===== config.mk =====
export PLATFORM = sky130hd
export DESIGN_NAME = pc_stack_unit
export DESIGN_NICKNAME = d
export VERILOG_FILES = /design/src/rtl/pc_stack_unit.sv
export SDC_FILE = /design/constraint.sdc
export NUM_CORES = 1
export LEC_CHECK = 0
export BUFFER_PORTS_ARGS = -buffer_cell sky130_fd_sc_hd__buf_4
export CORE_MARGIN = 1
export CORE_UTILIZATION = 40
export CTS_BUF_LIST = sky130_fd_sc_hd__clkbuf_8
export CTS_CLUSTER_SIZE = 12
export DETAILED_ROUTE_END_ITERATION = 16
export PLACE_DENSITY = 0.58
export SYNTH_ARGS = -nofsm -noshare
export SYNTH_HDL_FRONTEND = slang
export SYNTH_SLANG_ARGS = --single-unit

===== constraint.sdc =====
create_clock -name clk_i -period 4.4 [get_ports clk_i]
set_input_delay 0.44 -clock clk_i [delete_from_list [all_inputs] [get_ports clk_i]]
set_output_delay 0.44 -clock clk_i [all_outputs]
set_load 0.01 [all_outputs]

===== src/rtl/pc_stack_unit.sv =====
// Program counter with hold/inc/load/clear plus a LIFO return-address stack for call/ret.
// Overflow and underflow leave out/sp/stack untouched and raise a sticky err flag.
module pc_stack_unit #(
  parameter int unsigned WIDTH = 16,
  parameter int unsigned DEPTH = 8,
  parameter int unsigned STEP  = 1,
  localparam int unsigned SpW  = $clog2(DEPTH + 1)
) (
  input  logic             clk_i,
  input  logic             rst_i,
  input  logic             clear_i,
  input  logic             load_i,
  input  logic             inc_i,
  input  logic             call_i,
  input  logic             ret_i,
  input  logic [WIDTH-1:0] in_i,
  output logic [WIDTH-1:0] out_o,
  output logic [SpW-1:0]   sp_o,
  output logic             full_o,
  output logic             empty_o,
  output logic             err_o
);

  localparam int unsigned IdxW = (DEPTH > 1) ? $clog2(DEPTH) : 1;

  logic [WIDTH-1:0] out_q, out_d;
  logic [SpW-1:0]   sp_q, sp_d;
  logic             err_q, err_d;
  logic             push;
  logic [WIDTH-1:0] next_addr;
  logic [IdxW-1:0]  wr_idx, rd_idx;
  logic [WIDTH-1:0] stack_q [DEPTH];

  assign next_addr = out_q + WIDTH'(STEP);
  assign wr_idx    = sp_q[IdxW-1:0];
  assign rd_idx    = IdxW'(sp_q - SpW'(1));

  assign full_o  = (sp_q == SpW'(DEPTH));
  assign empty_o = (sp_q == '0);
  assign out_o   = out_q;
  assign sp_o    = sp_q;
  assign err_o   = err_q;

  // Priority: clear > ret > call > load > inc > hold.
  always_comb begin
    out_d = out_q;
    sp_d  = sp_q;
    err_d = err_q;
    push  = 1'b0;
    if (clear_i) begin
      out_d = '0;
      sp_d  = '0;
      err_d = 1'b0;
    end else if (ret_i) begin
      if (empty_o) begin
        err_d = 1'b1;
      end else begin
        out_d = stack_q[rd_idx];
        sp_d  = sp_q - SpW'(1);
      end
    end else if (call_i) begin
      if (full_o) begin
        err_d = 1'b1;
      end else begin
        push  = 1'b1;
        sp_d  = sp_q + SpW'(1);
        out_d = in_i;
      end
    end else if (load_i) begin
      out_d = in_i;
    end else if (inc_i) begin
      out_d = next_addr;
    end
  end

  always_ff @(posedge clk_i or posedge rst_i) begin
    if (rst_i) begin
      out_q <= '0;
      sp_q  <= '0;
      err_q <= 1'b0;
    end else begin
      out_q <= out_d;
      sp_q  <= sp_d;
      err_q <= err_d;
    end
  end

  // Stack storage needs no reset: entries at or above sp are never read.
  always_ff @(posedge clk_i) begin
    if (push) begin
      stack_q[wr_idx] <= next_addr;
    end
  end

endmodule


== Word level (Yosys, flattened, before mapping) ==
Memory sizes are Yosys's and may differ from the RTL's.
Index checks and enable logic that the tools add are counted.
Word-level totals
  bits of input ports: 23
  memories: 1
  bits in registers: 21
  latch bits: 0
  memory bits (writable): 128
  ROM bits: 0
Operators by class
  divide/modulo/power cells: 0
  order comparisons: 0
  add/subtract/negate cells: 3
  multipliers: 0
  multiplexer cells: 23
  equality and inequality tests: 5
  shift operators: 0
  reduce and logical (&&, ||, !) cells: 7
  bitwise logic cells: 0
Memories
  stack_q: words 8, bits a word 16, rd ports 1, clocked after Yosys merged registers in 0, wr ports 1, line 32  | logic [WIDTH-1:0] stack_q [DEPTH];
Operator list (number)
  $mux 16: 7
  $mux 4: 5
  $add 16x1->16 const B: 1
  $mux 1: 11
  $reduce_and 3->1: 3
  $ne 3x3->1 const B: 2
  $reduce_bool 3->1: 2
  $reduce_bool 5->1: 1
  $add 4x1->4 const B: 1
  $eq 4x4->1 const B: 1
  $logic_not 4->1: 1
  $ne 4x4->1 const B: 1
  $sub 4x1->4 const B: 1
  $ne 3x2->1 const B: 1

== Longest topological paths before layout ==
Gate-level depths: netlist of run 1.
  depth after elaboration: 7
  depth in mapped cells: 11
  depth with buffers taken out: 8

== Least setup slack after synthesis of run 1 ==
OpenSTA, ideal clock, no wires.
  path kind: flip-flop to flip-flop
  start point: register sp_q[0] (netlist: sp_o[0])
  end point: memory stack_q[1][0] (enable)
  arrival time: 2.570 ns
  library setup time: 0.409 ns
  required time: 3.991 ns
  path buffers: 2
  path slack: 1.421 ns
  clock period less this slack: 2.979 ns
  stages on the path, launching flop included: 8
  path through: dfrtp_1 buf_6 buf_4 inv_1 ha_1 nand3b_2 nand4_1 nor3_1
On the way
  longest elaborated chain between the ends: 7
Ends and longest elaborated chain
  start: declaration: line 27  | logic [SpW-1:0] sp_q, sp_d;
  start signal: assignment: line 83  | sp_q <= sp_d;
  $eq 4x4->1: line 38  | assign full_o = (sp_q == SpW'(DEPTH));
  $mux 1: line 62  | if (full_o) begin
  $mux 1: line 61  | end else if (call_i) begin
  $mux 1: line 54  | end else if (ret_i) begin
  $mux 1: line 50  | if (clear_i) begin
  $mux 1: line 90  | if (push) begin
  $mux 1 (not written as such): line 91  | stack_q[wr_idx] <= next_addr;
  end: declaration: line 32
Parallel ways exist; a longest one is shown, timed or not.

== Final worst setup path of run 1 ==
  start point: register sp_q[1] (netlist: sp_o[1])
  end point: register out_q[11] (netlist: out_o[11])
On the way
  longest elaborated chain between the ends: 5
  elaborated cells between the ends (all ways): 10
  those cells by class: add/sub (1); eq/ne (3); mux (3); reduce/logical (2); memory (1)
Ends and longest elaborated chain
  $sub 4x1->4
  $mem_v2 8x16
  $mux 16: line 55  | if (empty_o) begin
  $mux 16: line 54
  $mux 16: line 50
  end signal: assignment: line 82  | out_q <= out_d;
  end: declaration: line 26  | logic [WIDTH-1:0] out_q, out_d;
Parallel ways exist; a longest one is shown, timed or not. The select of a mux whose other input is x is not followed.
A chain may end at the register's enable or synchronous reset.

==> results of run 1 <==
registers in the layout, indices dropped and copies added (netlist names):
register / count
stack_q: 128
out_o: 16
sp_o: 4
err_o: 1
worst paths after layout:
kind	slack [ns]	endpoint	cells after the start	startpoint
worst min-delay path	0.24	out_o[0]	2	rst_i
min in group clk_i	0.34	sp_o[2]	2	clear_i
worst max-delay path	1.70	out_o[11]	7	sp_o[1]
max in group asynchronous	3.48	sp_o[0]	2	rst_i
worst min register to register	0.52	err_o	2	err_o
worst max register to register	1.70	out_o[11]	7	sp_o[1]
cell families after synthesis:
family | Yosys count
multiplexers | 36
AO/OA/AOI/OAI | 69
adder cells (fa/ha/maj) | 4
XOR/XNOR | 14
AND/OR/NAND/NOR | 119
buffers and inverters | 27
flip-flops | 149
power by group through the flow:
stage          Clock, mW  Combinational [mW]  Sequential [mW]
2_1_floorplan          0               0.963             1.95
3_3_place_gp           0                1.38             1.97
3_5_place_dp           0                1.41             1.98
4_1_cts             1.02                1.41             1.95
5_1_grt             1.08                1.52             1.97
6_report           0.994                1.39             1.95
through the flow:
step	worst slack (ns)	util (%)	power, mW	std cells	instance area, um2
after floorplan	1.42	-	2.91	418	6530
final	1.70	47.1	4.33	704	7510
after global routing	1.45	47.1	4.57	704	7510
after CTS	1.65	47.1	4.38	704	7510
after detailed placement	1.67	44.7	3.39	672	7130
after global placement	1.73	44.7	3.35	672	7130
area by class of cell:
type                            count  area [um2]  area share, %
Sequential cell                   149        4370           58.2
Multi-Input combinational cell    242        2030           27.0
Timing Repair Buffer               58         435           5.80
Tap cell                          216         270           3.60
Clock buffer                       17         234           3.12
Clock inverter                     15         140           1.87
Inverter                            7        26.3          0.350
per-layer routing:
layer	vias to the layer above	track usage (%)
met1	2028	24.8
met3	10	4.26
li1	1767	-
met2	100	35.6
met4	0	7.87
met5	-	0
worst reg2reg max path, delay by kind of cell, from the launching register on:
family / cells / cell delay [ns]
AOI/OAI and AO/OA: 1 / 0.24
adders and majority gates: 1 / 0.58
buffers and inverters: 2 / 0.57
DFF: 1 / 0.52
muxes: 1 / 0.38
and+or+nand+nor: 2 / 0.29
placed cells by master (no fill, tap or decap), types with 3 or more instances in the layout:
master,instances
a211oi_1,5
a21oi_1,3
a22o_1,7
a31oi_1,9
and3_1,3
buf_4,58
clkbuf_8,17
clkinv_1,4
clkinv_2,3
clkinv_4,4
dfrtp_1,20
edfxtp_1,128
ha_1,4
inv_1,6
mux2i_1,3
mux4_2,32
nand2_1,34
nand2b_1,3
nand3_1,12
nand4_1,5
nor2_1,33
nor3_1,11
o21ai_0,18
o31ai_1,3
xnor2_1,8
xor2_1,5
==> summary.md, run 1 <==
The run finished with clean final reports. The number of port buffers works out to 45. The net count of the finished layout is 502.

Along the worst path, the maximum fanout reaches 24. In the final layout, the share of cells above drive strength 1 is 27.5%. 0 antenna diodes ended up in the layout. After detailed routing, the met3 layer carries 694 um of wire.

The switching share of power came out at 33.2%. 46 I/O pins were placed. The met1 routed wirelength after detailed routing is 6410 um. For this block, the routed nets add up to 15700 um of wire. The worst setup path is captured at a register. Adding up every negative setup slack in the final design gives 0 ns.

The run gives 0 as the count of instances resized after the clock tree is built. The number of pins exceeding their max-slew limit in the final report was 0. Dividing the detail-routed via count by the number of cells gives 5.55.

The fill cell total of the finished layout is 1380. In this design, the largest share of critical-path delay is due to adder cells. The cell count after synthesis came out at 418. The tools report the placed wire-length estimate as 10100 um. After synthesis, the cell types taking the most area are edfxtp_1 59%, mux4_2 11%, dfrtp_1 8.0%. STA puts the critical path data required time at 4.72 ns. The post-route DRC violation count was 0.

The worst setup path is of the reg2reg kind. The worst setup path is launched from a register. The main combinational cell family by area after synthesis was multiplexers. On the final layout, the worst clock skew is 0.0119 ns. Of the post-synthesis cell area, the dominant cell type holds 58.8%.

In the post-synthesis netlist, the cell with the most instances is edfxtp_1. The standard cell with the maximum stage delay on the critical path is ha_1. Measured along the x axis, the die boundary spans 130 um. The pin count of the biggest net entering global routing was 38; the arrival time at the worst endpoint was 3.02 ns. The number of global-route vias before repair is 3996.

The tools report the tightest slew margin relative to the limit as 32.9%. The initial utilization of the core area, before any placement, comes to 41.0%. The share of the Yosys chip area taken by registers is 66.9%. The routed design uses 8470 um of met2 wire. The region available for standard cell placement spans 15900 um2. The hold violation count in the final report was 0. The site row count came out at 46. The post-detailed-route wirelength per cell works out to 22.3 um. Dividing the synthesized area by the synthesized cell count gives 15.6 um2.

Summed over all nets, the switching power comes to 1.44 mW. After Yosys synthesis, and, or, nand and nor cells account for 8.67% of the synthesized area. Sequential cells account for 45.0% of the total power.

The clock passes through at most 2 buffers. The proportion of power drawn by combinational gates is 32.0%. The run gives 17 as the number of CTS-inserted buffers. TritonCTS built the clock tree.

The die covers 16800 um2. Of the total synthesized cell area, the portion taken by full adders, half adders and majority gates is 0.766%. For the worst slack on hold paths, the log shows 0.237 ns.

Sorting the synthesized cells by how often they occur yields 128 x edfxtp_1, 34 x nand2_1, 33 x nor2_1. The synthesized design contains 128 enable-type register cells. After Yosys synthesis, XOR and XNOR cells account for 1.99% of the synthesized area. VDD sags by at most 0.000226 V.

Buffers inserted to repair hold after CTS numbered 0. The clock period could shrink to 2.70 ns. For this block, the initial DRC count from the detailed router was 356. Compared with the post-synthesis result, the final layout area differs by 14.9%. The number of buffers added for setup after CTS came out at 0.

The total nets after synthesis is 445, and the buffer and inverter count on the worst path is 2. The critical path goes through inv_1, ha_1, buf_4, mux4_2, a22o_1, nor4_1, nor3_1. Setup repair after global routing left no endpoint under its margin. At the end of routability-driven placement, the weighted congestion stood at 0.800. For this run, the number of Yosys warnings is 0. The number of antenna-violating nets in the routed design was 0; the stage delay of the slowest cell on the critical path was 0.58 ns. The tree is rooted in a clkbuf_8. The highest routed metal layer was met4. The synthesized netlist contains 59 unique library cells. Multiplexer cells account for 11.7% of the synthesized area. The number of antenna violations at the first check in global routing is 0, and the maximum clock frequency is 370 MHz. The first global-routing pass estimated 24100 um of wire. After synthesis the netlist holds a flip-flop and latch count of 149. The final setup violation count is 0, and the via total after detailed routing is 3905.

The clock network burns 22.9% of the power. In the synthesized netlist the dominant register cell turns out to be edfxtp_1. The first TritonRoute pass finished after 5 iterations.

The logs give 0 for the global-route congestion overflow total and 20.4% for the overall routing resource usage. The logs give 0.44 ns for the worst-skew pair later-pin latency and 4 for the level count of the clock H-tree. The clock net in this run drives a total of 149 sinks. Die span in y: 130 um. The number of max-cap violations was 0; the slew at the pin with the worst max-slew slack was 1.01 ns. The final critical path takes up 61.4% of the cycle.

Counting flops with an async set or reset pin after synthesis yields a share of 14.1%. The fraction of the mapped netlist area in compound gates was 7.81%. The total power divided by cell area was 577 nW/um2; the leakage power was 2.59 nW. The cell area that synthesis handed to floorplanning was 6530 um2.

The leading area contributor after synthesis is edfxtp_1. The min-delay analysis places its worst path in the category in2async. After clock tree synthesis, the clock-pin slew on the worst setup and hold paths is 0.08 ns.

Internal power comes to 2.90 mW.
Power figures use the tool's default switching activity.
==> inputs of run 2 (changes only) <==
PLACE_DENSITY = 0.6   (was 0.58)
clock period = 2.2 ns   (was 4.4 ns; I/O delays follow)
==> summary.md, run 2 (synthesis gave the netlist of run 1 again) <==
The run gives 20.7% (was 20.4%) as the overall routing resource usage. The level count of the clock H-tree was 4 (unchanged); the worst-skew pair later-pin latency was 0.46 ns (was 0.44 ns). The tools report the tightest slew margin relative to the limit as 41.0% (was 32.9%). The total power divided by cell area was 1170 nW/um2 (was 577 nW/um2). The largest fanout on the critical path came out at 4 (was 24). The origin of the worst setup path was sp_o[1] (unchanged). The number of CTS-inserted buffers is 17 (unchanged). The flow ran to the end, but the final reports show violations. I/O pin count: 46 (unchanged). The utilization after layout is 50.0% (was 47.1%). The number of clock sinks was 149 (unchanged). For the cell-internal power, the log shows 6.21 mW (was 2.90 mW). The global-route congestion overflow total came out at 0 (unchanged). The relative area change from synthesis to final layout is 21.9% (was 14.9%), and the post-route DRC violation count is 0 (unchanged). The stage delay of the slowest cell on the critical path was 0.41 ns (was 0.58 ns). Share of post-route cells with drive strength above 1: 35.2% (was 27.5%). The run gives 539 (was 502) as the number of nets in the layout.

The horizontal die dimension was 130 um (unchanged); the proportion of power drawn by combinational gates was 37.8% (was 32.0%). The tools report the origin of the critical flop-to-flop path as sp_o[1] (unchanged). The post-route non-filler standard cell count was 741 (was 704); the switching share of power was 33.4% (was 33.2%).

The pin count of the biggest net entering global routing is 30 (was 38), and the placed wire-length estimate is 10700 um (was 10100 um). Among the stages of the critical path, the cell type that occurs most often is inv_1. TritonCTS built the clock tree.

The number of antenna-violating nets in the routed design is 0 (unchanged), and the number of global-route vias before repair is 4090 (was 3996). The final clock skew was 0.0113 ns (was 0.0119 ns). The slew at the pin with the worst max-slew slack came out at 0.883 ns (was 1.01 ns). The number of antenna violations at the first check in global routing was 0 (unchanged). The logs give 4 (was 5) for the number of iterations in the first detailed-routing pass and 40.7% (was 45.0%) for the sequential power share.

The total die area came out at 16800 um2 (unchanged). Critical path class: reg2out (was reg2reg). The standard cell with the maximum stage delay on the critical path is or3b_1 (was ha_1). Setup repair after global routing could not meet its margin everywhere. The final worst-path cycle share works out to 100%.

The multi-input combinational cell area is 2130 um2 (was 2030 um2), and the data required time of the critical path is 1.98 ns (was 4.72 ns). The initial standard-cell utilization of the core came out at 41.0% (unchanged). Number of diodes added for antenna fixing: 0 (unchanged).

The class of the tightest hold or removal check is in2reg (was in2async). The first-pass GRT wire length is 24200 um (was 24100 um). The tools report the startpoint type of the worst setup path as a register (unchanged). The number of flip-flops in the largest register was 128 (unchanged); the number of instances in the placed design was 703 (was 672). The ratio of routed vias to standard cells was 5.68 (was 5.55). The fill cell total of the finished layout was 1343 (was 1380).

The final reports fail on setup timing. The post-detailed-route wirelength per cell was 21.9 um (was 22.3 um); the leakage power was 2.84 nW (was 2.59 nW). The register clock-pin slew on the reported worst setup and hold paths was 0.08 ns (about the same). The startpoint identified for the worst hold timing path is clear_i. The tools report the critical path capture point type as a primary output (was a register). The site row count is 46 (unchanged).

The run gives 21.5% (was 22.9%) as the clock power share. The cell class contributing the biggest share of worst-path delay was buffers and inverters (was adder cells). The run gives 0 (unchanged) as the number of max-cap violations. The tools report the number of DRC violations after detailed-routing iteration 0 as 425 (was 356). Worst-case setup margin in the final layout: -0.00454 ns (was 1.70 ns).

For the worst IR drop on VDD, the log shows 0.000502 V (was 0.000226 V). The routability-driven placement congestion ratio was 0.919 (was 0.800). The worst path in the final design needs a cycle of 2.20 ns, including I/O delays and setup.

The overall routed net length is 16200 um (was 15700 um), and the buffer depth of the longest clock path is 2 (unchanged). The register bank with the most flops is stack_q (unchanged). The number of port buffers works out to 45 (unchanged). The hold violation count in the final report was 0 (unchanged). Most frequent cells in the layout: 128 x edfxtp_1, 88 x buf_4, 34 x nand2_1 (was 128 x edfxtp_1, 58 x buf_4, 34 x nand2_1). The most common library cell in the layout ignoring fill and taps is edfxtp_1 (unchanged).

The die span in y was 130 um (unchanged); the via total after detailed routing was 4208 (was 3905). The final setup violation count came out at 1 (was 0). The run gives 0 (unchanged) as the number of pins exceeding their max-slew limit in the final report. The root cell of the clock tree was clkbuf_8 (unchanged). For this run, the top clock speed supported by timing is 454 MHz. The sequential cell area is 4370 um2 (unchanged), and the buffer and inverter count on the worst path is 3 (was 2). The logs give 3.12 mW (was 1.44 mW) for the net switching component of the power and 15900 um2 (unchanged) for the core area. Critical Path, Cell by Cell: inv_1, ha_4, or3b_1, inv_1, buf_4 (was inv_1, ha_1, buf_4, mux4_2, a22o_1, nor4_1, nor3_1). The arrival time at the worst endpoint is 1.98 ns (was 3.02 ns), and the total design power is 9.33 mW (was 4.33 mW).
## run 2: area by class of cell
class,count,share of cell area (%)
Clock buffer,17,2.94
Clock inverter,15,1.76
Inverter,7,0.455
Multi-Input combinational cell,242,26.7
Sequential cell,149,54.9
Tap cell,216,3.39
Timing Repair Buffer,95,9.92
## run 2: power groups by stage
stage	Sequential (mW)	Clock, mW	Combinational, mW
after floorplan	3.91	0	2.08
after global placement	3.84	0	3.35
after detailed placement	3.84	0	3.37
after CTS	3.79	2.04	3.40
after global routing	3.82	2.15	3.80
final	3.80	2.01	3.52
## run 2: layer usage
layer	global-route usage [%]	up-vias	wire length [um]
met5	0	-	0
met4	10.3	0	522
met3	4.10	36	908
met2	31.8	171	7580
met1	28.2	2157	7180
li1	-	1844	-
## run 2: worst register-to-register path, delay by kind of cell (launching register included)
family                   cells  cell delay [ns]
buffers and inverters        2             0.36
adder cells (fa/ha/maj)      1             0.19
AND/OR/NAND/NOR              2             0.48
flip-flops                   1             0.39
AO/OA/AOI/OAI                3             0.63
## run 2: final timing paths
| check | endpoint | slack, ns | depth (start not counted) |
|---|---|---|---|
| worst max-delay path | empty_o | -0.005 | 5 |
| worst min-delay path | sp_o[3] | 0.08 | 2 |
| worst max register to register | out_o[8] | 0.06 | 8 |
| worst min register to register | err_o | 0.53 | 2 |
| max in group asynchronous | out_o[11] | 1.08 | 4 |
| min in group asynchronous | sp_o[1] | 0.51 | 3 |
## run 2: metrics by stage
| stage | TNS (ns) | setup WS [ns] | cell area (um2) | hold WS [ns] |
|---|---|---|---|---|
| global route | -0.0977 | -0.0356 | 7970 | 0.0916 |
| global placement | 0 | 0.117 | 7500 | 0.416 |
| floorplan | -0.778 | -0.0251 | 6640 | 0.197 |
| finish | -0.00454 | -0.00454 | 7970 | 0.0804 |
| CTS | 0 | 0.0319 | 7900 | 0.0555 |
| detailed placement | 0 | 0.0516 | 7500 | 0.441 |
## run 2: timing repair
action,in CTS,in global routing
pin swaps,0,1
hold buffers,1,0
setup endpoints to repair,8,30
endpoints found under the hold margin,17,0
resized for setup,1,5
buffers inserted,0,5
